==> config.mk <==
export PLATFORM = sky130hd
export DESIGN_NAME = mdu_iter
export DESIGN_NICKNAME = d
export VERILOG_FILES = /design/src/rtl/mdu_pkg.sv /design/src/rtl/mdu_step.sv /design/src/rtl/mdu_iter.sv
export SDC_FILE = /design/constraint.sdc
export NUM_CORES = 1
export LEC_CHECK = 0
export CAP_MARGIN = 20
export CORE_MARGIN = 2
export CORE_UTILIZATION = 30
export CTS_BUF_LIST = sky130_fd_sc_hd__clkbuf_16
export CTS_CLUSTER_SIZE = 24
export DETAILED_ROUTE_END_ITERATION = 6
export HOLD_SLACK_MARGIN = 0.08
export SYNTH_ARGS = -nofsm -noshare
export SYNTH_HDL_FRONTEND = slang
export SYNTH_SLANG_ARGS = --single-unit
export TNS_END_PERCENT = 30
==> constraint.sdc <==
create_clock -name clk -period 9.32 [get_ports clk]
set_clock_uncertainty 0.15 [all_clocks]
set_input_delay 1.864 -clock clk [delete_from_list [all_inputs] [get_ports clk]]
set_output_delay 1.864 -clock clk [all_outputs]
set_load 0.02 [all_outputs]
==> src/rtl/mdu_pkg.sv <==
// Shared definitions for the iterative multiply/divide unit: op codes,
// FSM state encoding and the start-class decode.
package mdu_pkg;

    localparam int OPW = 4;

    localparam int unsigned OP_NONE  = 0;
    localparam int unsigned OP_MULT  = 1;
    localparam int unsigned OP_MULTU = 2;
    localparam int unsigned OP_DIV   = 3;
    localparam int unsigned OP_DIVU  = 4;
    localparam int unsigned OP_MFHI  = 5;
    localparam int unsigned OP_MFLO  = 6;
    localparam int unsigned OP_MTHI  = 7;
    localparam int unsigned OP_MTLO  = 8;
    localparam int unsigned OP_MADD  = 9;
    localparam int unsigned OP_MADDU = 10;
    localparam int unsigned OP_MSUB  = 11;
    localparam int unsigned OP_MSUBU = 12;

    typedef enum logic [1:0] {
        IDLE,
        CALC,
        FIX
    } state_t;

    // Ops that occupy the iterative datapath (multiply, divide, accumulate).
    function automatic logic is_start(input int unsigned code);
        return ((code >= OP_MULT) && (code <= OP_DIVU)) ||
               ((code >= OP_MADD) && (code <= OP_MSUBU));
    endfunction

endpackage

==> src/rtl/mdu_step.sv <==
// One radix-2 iteration: shift-add multiply step or restoring divide step
// on the combined {upper, lower} working register.
module mdu_step #(
    parameter int WIDTH = 32
) (
    input  logic [2*WIDTH-1:0] acc_in,
    input  logic [WIDTH-1:0]   operand,
    input  logic               is_div,
    output logic [2*WIDTH-1:0] acc_out
);

    logic [WIDTH:0] sum;
    logic [WIDTH:0] trial;
    logic [WIDTH:0] diff;

    always_comb begin
        // Multiply: acc = {partial product, remaining multiplier bits}.
        sum   = {1'b0, acc_in[2*WIDTH-1:WIDTH]} + (acc_in[0] ? {1'b0, operand} : '0);
        // Divide: acc = {partial remainder, remaining dividend / quotient bits}.
        trial = acc_in[2*WIDTH-1:WIDTH-1];
        diff  = trial - {1'b0, operand};
        if (is_div) begin
            if (diff[WIDTH]) begin
                acc_out = {trial[WIDTH-1:0], acc_in[WIDTH-2:0], 1'b0};
            end else begin
                acc_out = {diff[WIDTH-1:0], acc_in[WIDTH-2:0], 1'b1};
            end
        end else begin
            acc_out = {sum, acc_in[WIDTH-1:1]};
        end
    end

endmodule

==> src/rtl/mdu_iter.sv <==
// Iterative HI/LO multiply/divide unit with accumulate modes and flush.
// Operands are taken as magnitudes; signs are restored in the FIX state.
module mdu_iter
    import mdu_pkg::*;
#(
    parameter int WIDTH = 32,
    parameter int OPW   = mdu_pkg::OPW
) (
    input  logic             clk,
    input  logic             reset,
    input  logic [WIDTH-1:0] dataA,
    input  logic [WIDTH-1:0] dataB,
    input  logic [OPW-1:0]   op,
    input  logic             flush,
    output logic             start,
    output logic             busy,
    output logic [WIDTH-1:0] dataout
);

    localparam int CW = $clog2(WIDTH) + 1;

    state_t             state_reg;
    logic [CW-1:0]      cnt_reg;
    logic [WIDTH-1:0]   hi_reg;
    logic [WIDTH-1:0]   lo_reg;
    logic [2*WIDTH-1:0] acc_reg;
    logic [WIDTH-1:0]   opnd_reg;
    logic [WIDTH-1:0]   raw_a_reg;
    logic               is_div_reg;
    logic               accum_reg;
    logic               acc_sub_reg;
    logic               neg_res_reg;
    logic               neg_rem_reg;
    logic               div_zero_reg;
    logic               busy_reg;

    int unsigned        op_val;
    logic               signed_op;
    logic               div_op;
    logic               a_neg;
    logic               b_neg;
    logic [WIDTH-1:0]   abs_a;
    logic [WIDTH-1:0]   abs_b;
    logic               accept;
    logic [2*WIDTH-1:0] acc_next;

    logic [2*WIDTH-1:0] prod_fix;
    logic [WIDTH-1:0]   q_raw;
    logic [WIDTH-1:0]   r_raw;
    logic [WIDTH-1:0]   q_fix;
    logic [WIDTH-1:0]   r_fix;
    logic [2*WIDTH-1:0] result;

    assign op_val    = 32'(op);
    assign start     = is_start(op_val);
    assign busy      = busy_reg;
    assign signed_op = (op_val == OP_MULT) || (op_val == OP_DIV) ||
                       (op_val == OP_MADD) || (op_val == OP_MSUB);
    assign div_op    = (op_val == OP_DIV) || (op_val == OP_DIVU);
    assign a_neg     = signed_op & dataA[WIDTH-1];
    assign b_neg     = signed_op & dataB[WIDTH-1];
    assign abs_a     = a_neg ? -dataA : dataA;
    assign abs_b     = b_neg ? -dataB : dataB;
    // A new op may start from IDLE or in the FIX cycle of the previous one.
    assign accept    = start && !flush && ((state_reg == IDLE) || (state_reg == FIX));

    always_comb begin
        dataout = '0;
        if (op_val == OP_MFHI) begin
            dataout = hi_reg;
        end else if (op_val == OP_MFLO) begin
            dataout = lo_reg;
        end
    end

    mdu_step #(
        .WIDTH(WIDTH)
    ) u_step (
        .acc_in (acc_reg),
        .operand(opnd_reg),
        .is_div (is_div_reg),
        .acc_out(acc_next)
    );

    always_comb begin
        prod_fix = neg_res_reg ? -acc_reg : acc_reg;
        q_raw    = acc_reg[WIDTH-1:0];
        r_raw    = acc_reg[2*WIDTH-1:WIDTH];
        q_fix    = neg_res_reg ? -q_raw : q_raw;
        r_fix    = neg_rem_reg ? -r_raw : r_raw;
        if (is_div_reg) begin
            // Division by zero reports the untouched dividend, no sign fix.
            result = div_zero_reg ? {raw_a_reg, {WIDTH{1'b1}}} : {r_fix, q_fix};
        end else if (accum_reg) begin
            result = acc_sub_reg ? ({hi_reg, lo_reg} - prod_fix)
                                 : ({hi_reg, lo_reg} + prod_fix);
        end else begin
            result = prod_fix;
        end
    end

    always_ff @(posedge clk) begin
        if (!reset) begin
            state_reg    <= IDLE;
            cnt_reg      <= '0;
            hi_reg       <= '0;
            lo_reg       <= '0;
            acc_reg      <= '0;
            opnd_reg     <= '0;
            raw_a_reg    <= '0;
            is_div_reg   <= 1'b0;
            accum_reg    <= 1'b0;
            acc_sub_reg  <= 1'b0;
            neg_res_reg  <= 1'b0;
            neg_rem_reg  <= 1'b0;
            div_zero_reg <= 1'b0;
            busy_reg     <= 1'b0;
        end else begin
            case (state_reg)
                IDLE: begin
                    if (!flush) begin
                        if (op_val == OP_MTHI) begin
                            hi_reg <= dataA;
                        end else if (op_val == OP_MTLO) begin
                            lo_reg <= dataA;
                        end
                    end
                end
                CALC: begin
                    if (flush) begin
                        state_reg <= IDLE;
                        busy_reg  <= 1'b0;
                    end else begin
                        acc_reg <= acc_next;
                        cnt_reg <= cnt_reg - CW'(1);
                        if (cnt_reg == CW'(1)) begin
                            state_reg <= FIX;
                        end
                    end
                end
                FIX: begin
                    state_reg <= IDLE;
                    busy_reg  <= 1'b0;
                    if (!flush) begin
                        hi_reg <= result[2*WIDTH-1:WIDTH];
                        lo_reg <= result[WIDTH-1:0];
                    end
                end
                default: begin
                    state_reg <= IDLE;
                    busy_reg  <= 1'b0;
                end
            endcase

            // Acceptance overrides the state/busy updates above.
            if (accept) begin
                state_reg    <= CALC;
                busy_reg     <= 1'b1;
                cnt_reg      <= CW'(WIDTH);
                acc_reg      <= {{WIDTH{1'b0}}, abs_a};
                opnd_reg     <= abs_b;
                raw_a_reg    <= dataA;
                is_div_reg   <= div_op;
                accum_reg    <= (op_val >= OP_MADD) && (op_val <= OP_MSUBU);
                acc_sub_reg  <= (op_val == OP_MSUB) || (op_val == OP_MSUBU);
                neg_res_reg  <= a_neg ^ b_neg;
                neg_rem_reg  <= a_neg;
                div_zero_reg <= (dataB == '0);
            end
        end
    end

endmodule

==> key figures, run 1 <==
Pwr
  • Sequential share of power: 30.2%
  • Comb power frac: 34.8%
  • Pint: 2000 uW
  • Sw Share: 39.6%
  • Clock network power share: 35.0%
  • LEAKAGE: 0.0101 uW
  • VDD IR max: 0.136 mV
  • Power Density: 130 mW/mm^2
  • NetSw: 1310 uW

Timing
  • Final hold violation count: 0
  • Fin crit share: 84.6%
  • Fin Setup TNS: 0 ps
  • # setup viols final: 0
  • Least-Margin Pin Slew: 1120 ps
  • Final worst slack: 1430 ps
  • Clock period minus final worst setup slack: 7890 ps
  • Fmax: 127 MHz
  • RSZ-0062 raised after global routing: false
  • Rel. slew slack: 25.2%
  • Max-slew violation count: 0

Place
  • Area after DPL: 0.0246 sq mm
  • Gpl congestion: 0.987
  • Post-place setup slack: 1680 ps
  • Number of port buffers: 104
  • DP HPWL: 72.5 mm

Die
  • I/O Pins: 105
  • Core ar.: 0.0758 sq mm
  • Die Y: 280 um
  • DIE AREA: 0.0787 sq mm
  • Initial Utilization: 30.2%
  • Site Rows: 101
  • Die width: 280 um

Yosys
  • Net Count, Synth: 3395
  • Mapped Area: 0.0229 sq mm
  • Seq/Total Area, Yosys: 18.1%
  • Cells after synthesis: 3187
  • YS warnings: 0
  • Avg Inst Size Synth: 7.19 sq um
  • Asr flop ratio synth: 0%
  • Library cells used by synthesis: 88
  • Synth Register Bits: 207
  • EDFF count, synth: 0
  • Top_reg_cell synth: dfxtp_1

Worst setup path
  • CP Data Required Time: 9720 ps
  • Critical-path cell list: clkinv_1 > ha_1 > nor4b_2 > a21oi_1 > xnor2_1 > a21boi_0 > and3_1 > and2_1 > nand3_1 > nor3_1 > a31oi_1 > xor2_1 > ha_1 > and2_1 > and3_1 > a31o_2 > a221oi_1 > a21bo_2 > a31oi_1 > a31oi_1 > a221oi_1 > mux2i_1 > nand3_1 > nand2_1
  • CP Max Fanout: 12
  • CP max stage delay: 930 ps
  • CP max-delay cell: nor4b_2
  • CP Launch Type: flip-flop
  • Crit Path Category: reg2reg
  • Reg2reg path depth: 24
  • Most Frequent Cell on Critical Path: a31oi_1
  • Arr. time, crit path: 8290 ps
  • Worst setup EP type: flip-flop

Clock network
  • CTS buffer count: 28
  • Hold Buf Count CTS: 0
  • Root buf cell: clkbuf_16
  • H-tree depth: 1
  • Sink Count: 207
  • CTS Buffer Depth: 3
  • Clock-pin slew on the worst setup and hold paths: 60 ps
  • Post-CTS setup buffer count: 0
  • TritonCTS clock tree: done
  • Worst skew pair latency: 600 ps
  • Post-CTS resize count: 0

Drt
  • Drt total wl: 97.9 mm
  • DRC Markers: 2
  • First drt pass iteration count: 7
  • Drt initial violations: 2809
  • Antenna Nets Post-Route: 0
  • Via density: 6.00
  • Drt wl/cell: 23.7 um
  • Vias: 24.8k

Cells and area
  • Final nets: 3337
  • Max reg flops: 64
  • Post-route cell area: 0.0256 sq mm
  • Ant diodes: 0
  • Area Overhead vs Synth: 11.7%
  • Layout cells sized above 1: 5.40%

Min path
  • Hold Path Class: reg2reg
  • Hold Path Cell Cnt: 2

GRT
  • Vias in the first global route: 22.5k
  • Global-route wire length before repair: 146 mm
  • Initial antenna violation count: 3
  • Largest net degree at the start of global routing: 82
  • All-Layer GR Usage: 24.0%
  • Grt total ovfl: 0

Run status
  • Violated checks: DRC
  • Status: complete, but fails checks

Flow run
  • Maxcap violations: 0
==> layer usage <==
metal | global-route usage [%] | vias up | wire length, um | share of wire, %
li1 | - | 11596 | - | -
met1 | 33.9 | 11779 | 43300 | 44
met2 | 36.0 | 1209 | 40800 | 42
met3 | 4.79 | 183 | 9780 | 10
met4 | 8.80 | 6 | 4070 | 4.2
met5 | 0 | - | 33 | 0.034
==> critical path, delay by kind of cell (launching register included) <==
| family | cells | cell delay, ps |
|---|---|---|
| AND/OR/NAND/NOR | 9 | 3000 |
| AO/OA/AOI/OAI | 9 | 2740 |
| adder cells (fa/ha/maj) | 2 | 650 |
| XOR/XNOR | 2 | 490 |
| flip-flops | 1 | 460 |
| multiplexers | 1 | 220 |
| buffers and inverters | 1 | 120 |
==> per-stage QoR <==
step	total power (uW)	hold WS, ps	std cells	util [%]
5_1_grt	3460	334	4129	33.8
6_report	3320	313	4129	33.8
3_5_place_dp	2130	308	4076	32.5
2_1_floorplan	1790	291	3187	-
4_1_cts	3300	317	4128	33.8
3_3_place_gp	2140	300	4076	32.5
==> path summary, 6_finish.rpt <==
kind,from,endpoint,slack (ps)
worst max register to register,acc_reg[0],hi_reg[30],1430
worst min-delay path,raw_a_reg[21],raw_a_reg[21],310
worst max-delay path,acc_reg[0],hi_reg[30],1430
worst min register to register,raw_a_reg[21],raw_a_reg[21],310
==> placed cells by master (no fill, tap or decap), types with 15 or more instances in the layout <==
cell / n
nand4_1: 35
nor4_1: 37
nor2b_1: 26
clkbuf_16: 28
nand2_1: 335
o41ai_1: 22
mux2i_1: 51
a21boi_0: 50
o21bai_1: 24
or4_1: 15
a22o_1: 36
xor2_1: 144
o211a_1: 59
inv_1: 98
nor3_1: 45
o221ai_1: 17
nand2b_1: 29
a21oi_1: 289
xnor2_1: 167
dfxtp_1: 202
o211ai_1: 51
clkdlybuf4s50_1: 103
or3_1: 30
o31ai_1: 38
ha_1: 134
buf_4: 48
a31oi_1: 78
a21o_1: 63
o21a_1: 19
o21ai_0: 262
and2_1: 33
nor2_1: 223
a211oi_1: 29
and3_1: 31
nand3_1: 71
==> final cells by class <==
class / instances / area [sq um]
fillers: 8163 / 50200
multi-input cells: 2642 / 17500
flip-flops and latches: 207 / 4150
repair buffers: 152 / 1410
well taps: 978 / 1220
clock buffers: 28 / 701
inverters: 98 / 368
clock inverters: 24 / 243
==> cell families after synthesis <==
logic type                 count (synthesis)  synth area share, %
adders and majority gates                137                 7.57
xor gates and xnor gates                 311                 11.9
AOI/OAI and AO/OA                       1152                 33.1
muxes                                     59                 2.62
buffers and inverters                    338                 5.72
DFF                                      207                 18.1
and+or+nand+nor                          983                 21.0
==> power by group through the flow <==
stage / clock network (uW) / logic (uW) / registers, uW
2_1_floorplan: 0 / 814 / 973
3_3_place_gp: 0 / 1120 / 1020
3_5_place_dp: 0 / 1110 / 1020
4_1_cts: 1170 / 1120 / 1000
5_1_grt: 1210 / 1250 / 1010
6_report: 1160 / 1150 / 1000
==> Yosys cell counts, types with 24 or more instances <==
library cell | count | area [sq um]
nand2_1 | 337 | 1260
o211ai_1 | 51 | 383
mux2i_1 | 51 | 510
o31ai_1 | 38 | 285
clkbuf_1 | 203 | 762
a21oi_1 | 289 | 1450
or3_1 | 30 | 188
dfxtp_1 | 207 | 4140
a211oi_1 | 29 | 218
a21o_1 | 63 | 473
o21ai_0 | 262 | 1310
nor2_1 | 225 | 845
and2_1 | 34 | 213
nor2b_1 | 27 | 169
a31oi_1 | 78 | 488
o211a_1 | 59 | 591
nor4_1 | 37 | 231
ha_1 | 134 | 1680
a22o_1 | 36 | 315
xnor2_1 | 167 | 1460
o21bai_1 | 24 | 180
inv_1 | 96 | 360
nand2b_1 | 30 | 188
xor2_1 | 144 | 1260
a21boi_0 | 50 | 375
and3_1 | 31 | 194
nand3_1 | 71 | 355
nor3_1 | 45 | 225
nand4_1 | 35 | 219
No activity file was read; power rests on OpenSTA's default activity.
==> run 2, diff against run 1 <==
clock period = 6.3 ns   (was 9.32 ns; I/O delays follow)
==> key figures, run 2 (synthesis gave the netlist of run 1 again) <==
Cells and area
  • Commonest non-fill, non-tap cells in the layout: nand2_1, a21oi_1, o21ai_0, buf_4, nor2_1
  • Layout cells sized above 1: 10.9% (+5.6 points)
  • Final nets: 3517 (+5.4%)
  • Post-route cell area: 0.0270 sq mm (+5.6%)
  • Max reg flops: 64 (unchanged)
  • Ant diodes: 0 (unchanged)
  • Most common cell after layout, fill and taps aside: nand2_1
  • Area Overhead vs Synth: 18.0%

Clock network
  • H-tree depth: 1 (unchanged)
  • CTS buffer count: 28 (unchanged)
  • Worst skew pair latency: 600 ps (about the same)
  • CTS Buffer Depth: 3 (unchanged)
  • Root buf cell: clkbuf_16
  • Sink Count: 207 (unchanged)
  • TritonCTS clock tree: done
  • Clock-pin slew on the worst setup and hold paths: 60 ps (about the same)

Worst setup path
  • WP depth: 22 (-8.3%)
  • CP max-delay cell: or4_4
  • CP max stage delay: 600 ps (-330 ps)
  • Most Frequent Cell on Critical Path: and3_1
  • CP delay by family, top: compound AO/OA/AOI/OAI gates
  • Critical path launch point: acc_reg[11]
  • CP Data Required Time: 6690 ps (-3030 ps)
  • Setup crit end: hi_reg[30]
  • Critical-path cell list: or4_4 > o41ai_4 > xnor2_2 > a2111oi_4 > nand4_4 > nor4b_4 > and2_4 > a41oi_1 > xor2_1 > ha_1 > and3_1 > and3_1 > a31o_2 > a221oi_2 > a21bo_2 > a31oi_2 > buf_4 > a31oi_1 > a221oi_1 > mux2i_1 > nand3_1 > nand2_1
  • RR Endpoint: hi_reg[30]
  • Arr. time, crit path: 6450 ps (-1840 ps)
  • Reg2reg start: acc_reg[11]
  • CP Max Fanout: 5 (-7)
  • Crit Path Category: reg2reg
  • Worst path bufs/invs: 1 (unchanged)
  • Worst reg-to-reg setup slack: 240 ps (-1190 ps)
  • CP Launch Type: flip-flop
  • Worst setup EP type: flip-flop
  • Reg2reg path depth: 22 (-8.3%)

Timing
  • RSZ-0062 raised after global routing: true
  • Fin Setup TNS: 0 ps (unchanged)
  • Rel. slew slack: 30.7% (+5.6 points)
  • Final worst slack: 243 ps (-1190 ps)
  • # setup viols final: 0 (unchanged)
  • Clock period minus final worst setup slack: 6060 ps (-1830 ps)
  • Least-Margin Pin Slew: 1040 ps (-84.5 ps)
  • Fin Hold WS: 313 ps (-0.245 ps)
  • Fin crit share: 96.1% (+11 points)
  • Fmax: 165 MHz (+30%)
  • Final hold violation count: 0 (unchanged)
  • Max-slew violation count: 0 (unchanged)

Pwr
  • VDD IR max: 0.217 mV (+60%)
  • Final Power: 4930 uW (+49%)
  • Power Density: 182 mW/mm^2 (+41%)
  • LEAKAGE: 0.0110 uW (+9.2%)

GRT
  • Largest net degree at the start of global routing: 170 (+110%)
  • Initial antenna violation count: 2 (-1)
  • Global-route wire length before repair: 145 mm (-0.65%)
  • Grt total ovfl: 0 (unchanged)
  • Vias in the first global route: 22.8k (+1.4%)
  • All-Layer GR Usage: 23.9% (-0.19 points)

Die
  • Die width: 280 um (unchanged)
  • DIE AREA: 0.0787 sq mm (unchanged)
  • Site Rows: 101 (unchanged)
  • I/O Pins: 105 (unchanged)
  • Die Y: 280 um (unchanged)
  • Initial Utilization: 30.2% (unchanged)
  • Core ar.: 0.0758 sq mm (unchanged)

Place
  • Post-place setup slack: 126 ps (-1550 ps)
  • Number of port buffers: 104 (unchanged)
  • Area after DPL: 0.0260 sq mm (+5.5%)
  • DP HPWL: 75.1 mm (+3.6%)
  • Gpl congestion: 1.02 (+3.2%)

Flow run
  • Maxcap violations: 0 (unchanged)

Run status
  • Status: finished, final reports clean

Min path
  • Hold Path Class: reg2reg

Drt
  • Drt wl/cell: 22.8 um (-4.0%)
  • DRC Markers: 0 (-2)
  • Drt total wl: 97.9 mm (about the same)
  • Drt initial violations: 2631 (-6.3%)
  • Vias: 25.2k (+1.6%)
  • First drt pass iteration count: 5 (-2)
  • Antenna Nets Post-Route: 0 (unchanged)
  • Via density: 5.85 (-2.5%)
==> run 2: cell types whose count changed in the layout (fill, tap and decap cells not counted), moves of 4 or more <==
| cell | delta |
|---|---|
| buf_4 | +177 |
| o41ai_1 | -4 |
| nor3_2 | +4 |
| inv_1 | +6 |
| o21ai_0 | -4 |
| o21ai_1 | +4 |
| nor3_1 | -4 |
| clkinv_2 | -4 |
==> run 2: worst min-delay path, delay by kind of cell (launching register included) <==
kind | cells | cell delay [ps]
simple gates | 1 | 50
compound gates | 1 | 60
flops | 1 | 300
==> run 2: stage by stage <==
step | util (%) | cells
detailed placement | 34.3 | 4249
floorplan | - | 3187
global route | 35.7 | 4303
CTS | 35.4 | 4295
global placement | 34.3 | 4249
finish | 35.7 | 4303
==> run 2: how the worst min path moves through the flow <==
stage	from	to	slack [ps]	depth (start not counted)
2_1_floorplan	opnd_reg[31]	opnd_reg[31]	290	2
4_1_cts	raw_a_reg[30]	raw_a_reg[30]	320	2
5_1_grt	raw_a_reg[26]	raw_a_reg[26]	330	2
3_5_place_dp	raw_a_reg[30]	raw_a_reg[30]	310	2
6_report	raw_a_reg[25]	raw_a_reg[25]	310	2
3_3_place_gp	raw_a_reg[28]	raw_a_reg[28]	300	2
==> run 2: power by group <==
group | switching [uW] | internal, uW | total [uW]
Sequential | 73.2 | 1380 | 1450
Clock | 665 | 874 | 1540
Combinational | 1190 | 752 | 1940
==> run 2: per-layer routing <==
metal  GRT usage, %  wire length [um]  vias to the layer above
met5              0                29                        -
met4           7.86              3680                        6
met3           4.54              9480                      187
met2           35.9             40700                     1203
met1           33.9             44000                    11843
li1               -                 -                    11941
==> run 2: cell type report <==
cell class              count  area, sq um
clock inverters            18          136
well taps                 978         1220
clock buffers              28          701
inverters                  98          368
flip-flops and latches    207         4160
fillers                  8148        48800
repair buffers            332         2790
multi-input cells        2642        17700
==> run 2: what timing repair did <==
action                     CTS  global route
hold buffers                 0             0
gates resized for setup      0            31
setup endpoints to repair    0            19
hold endpoints to repair     0             0
setup buffers                0             7
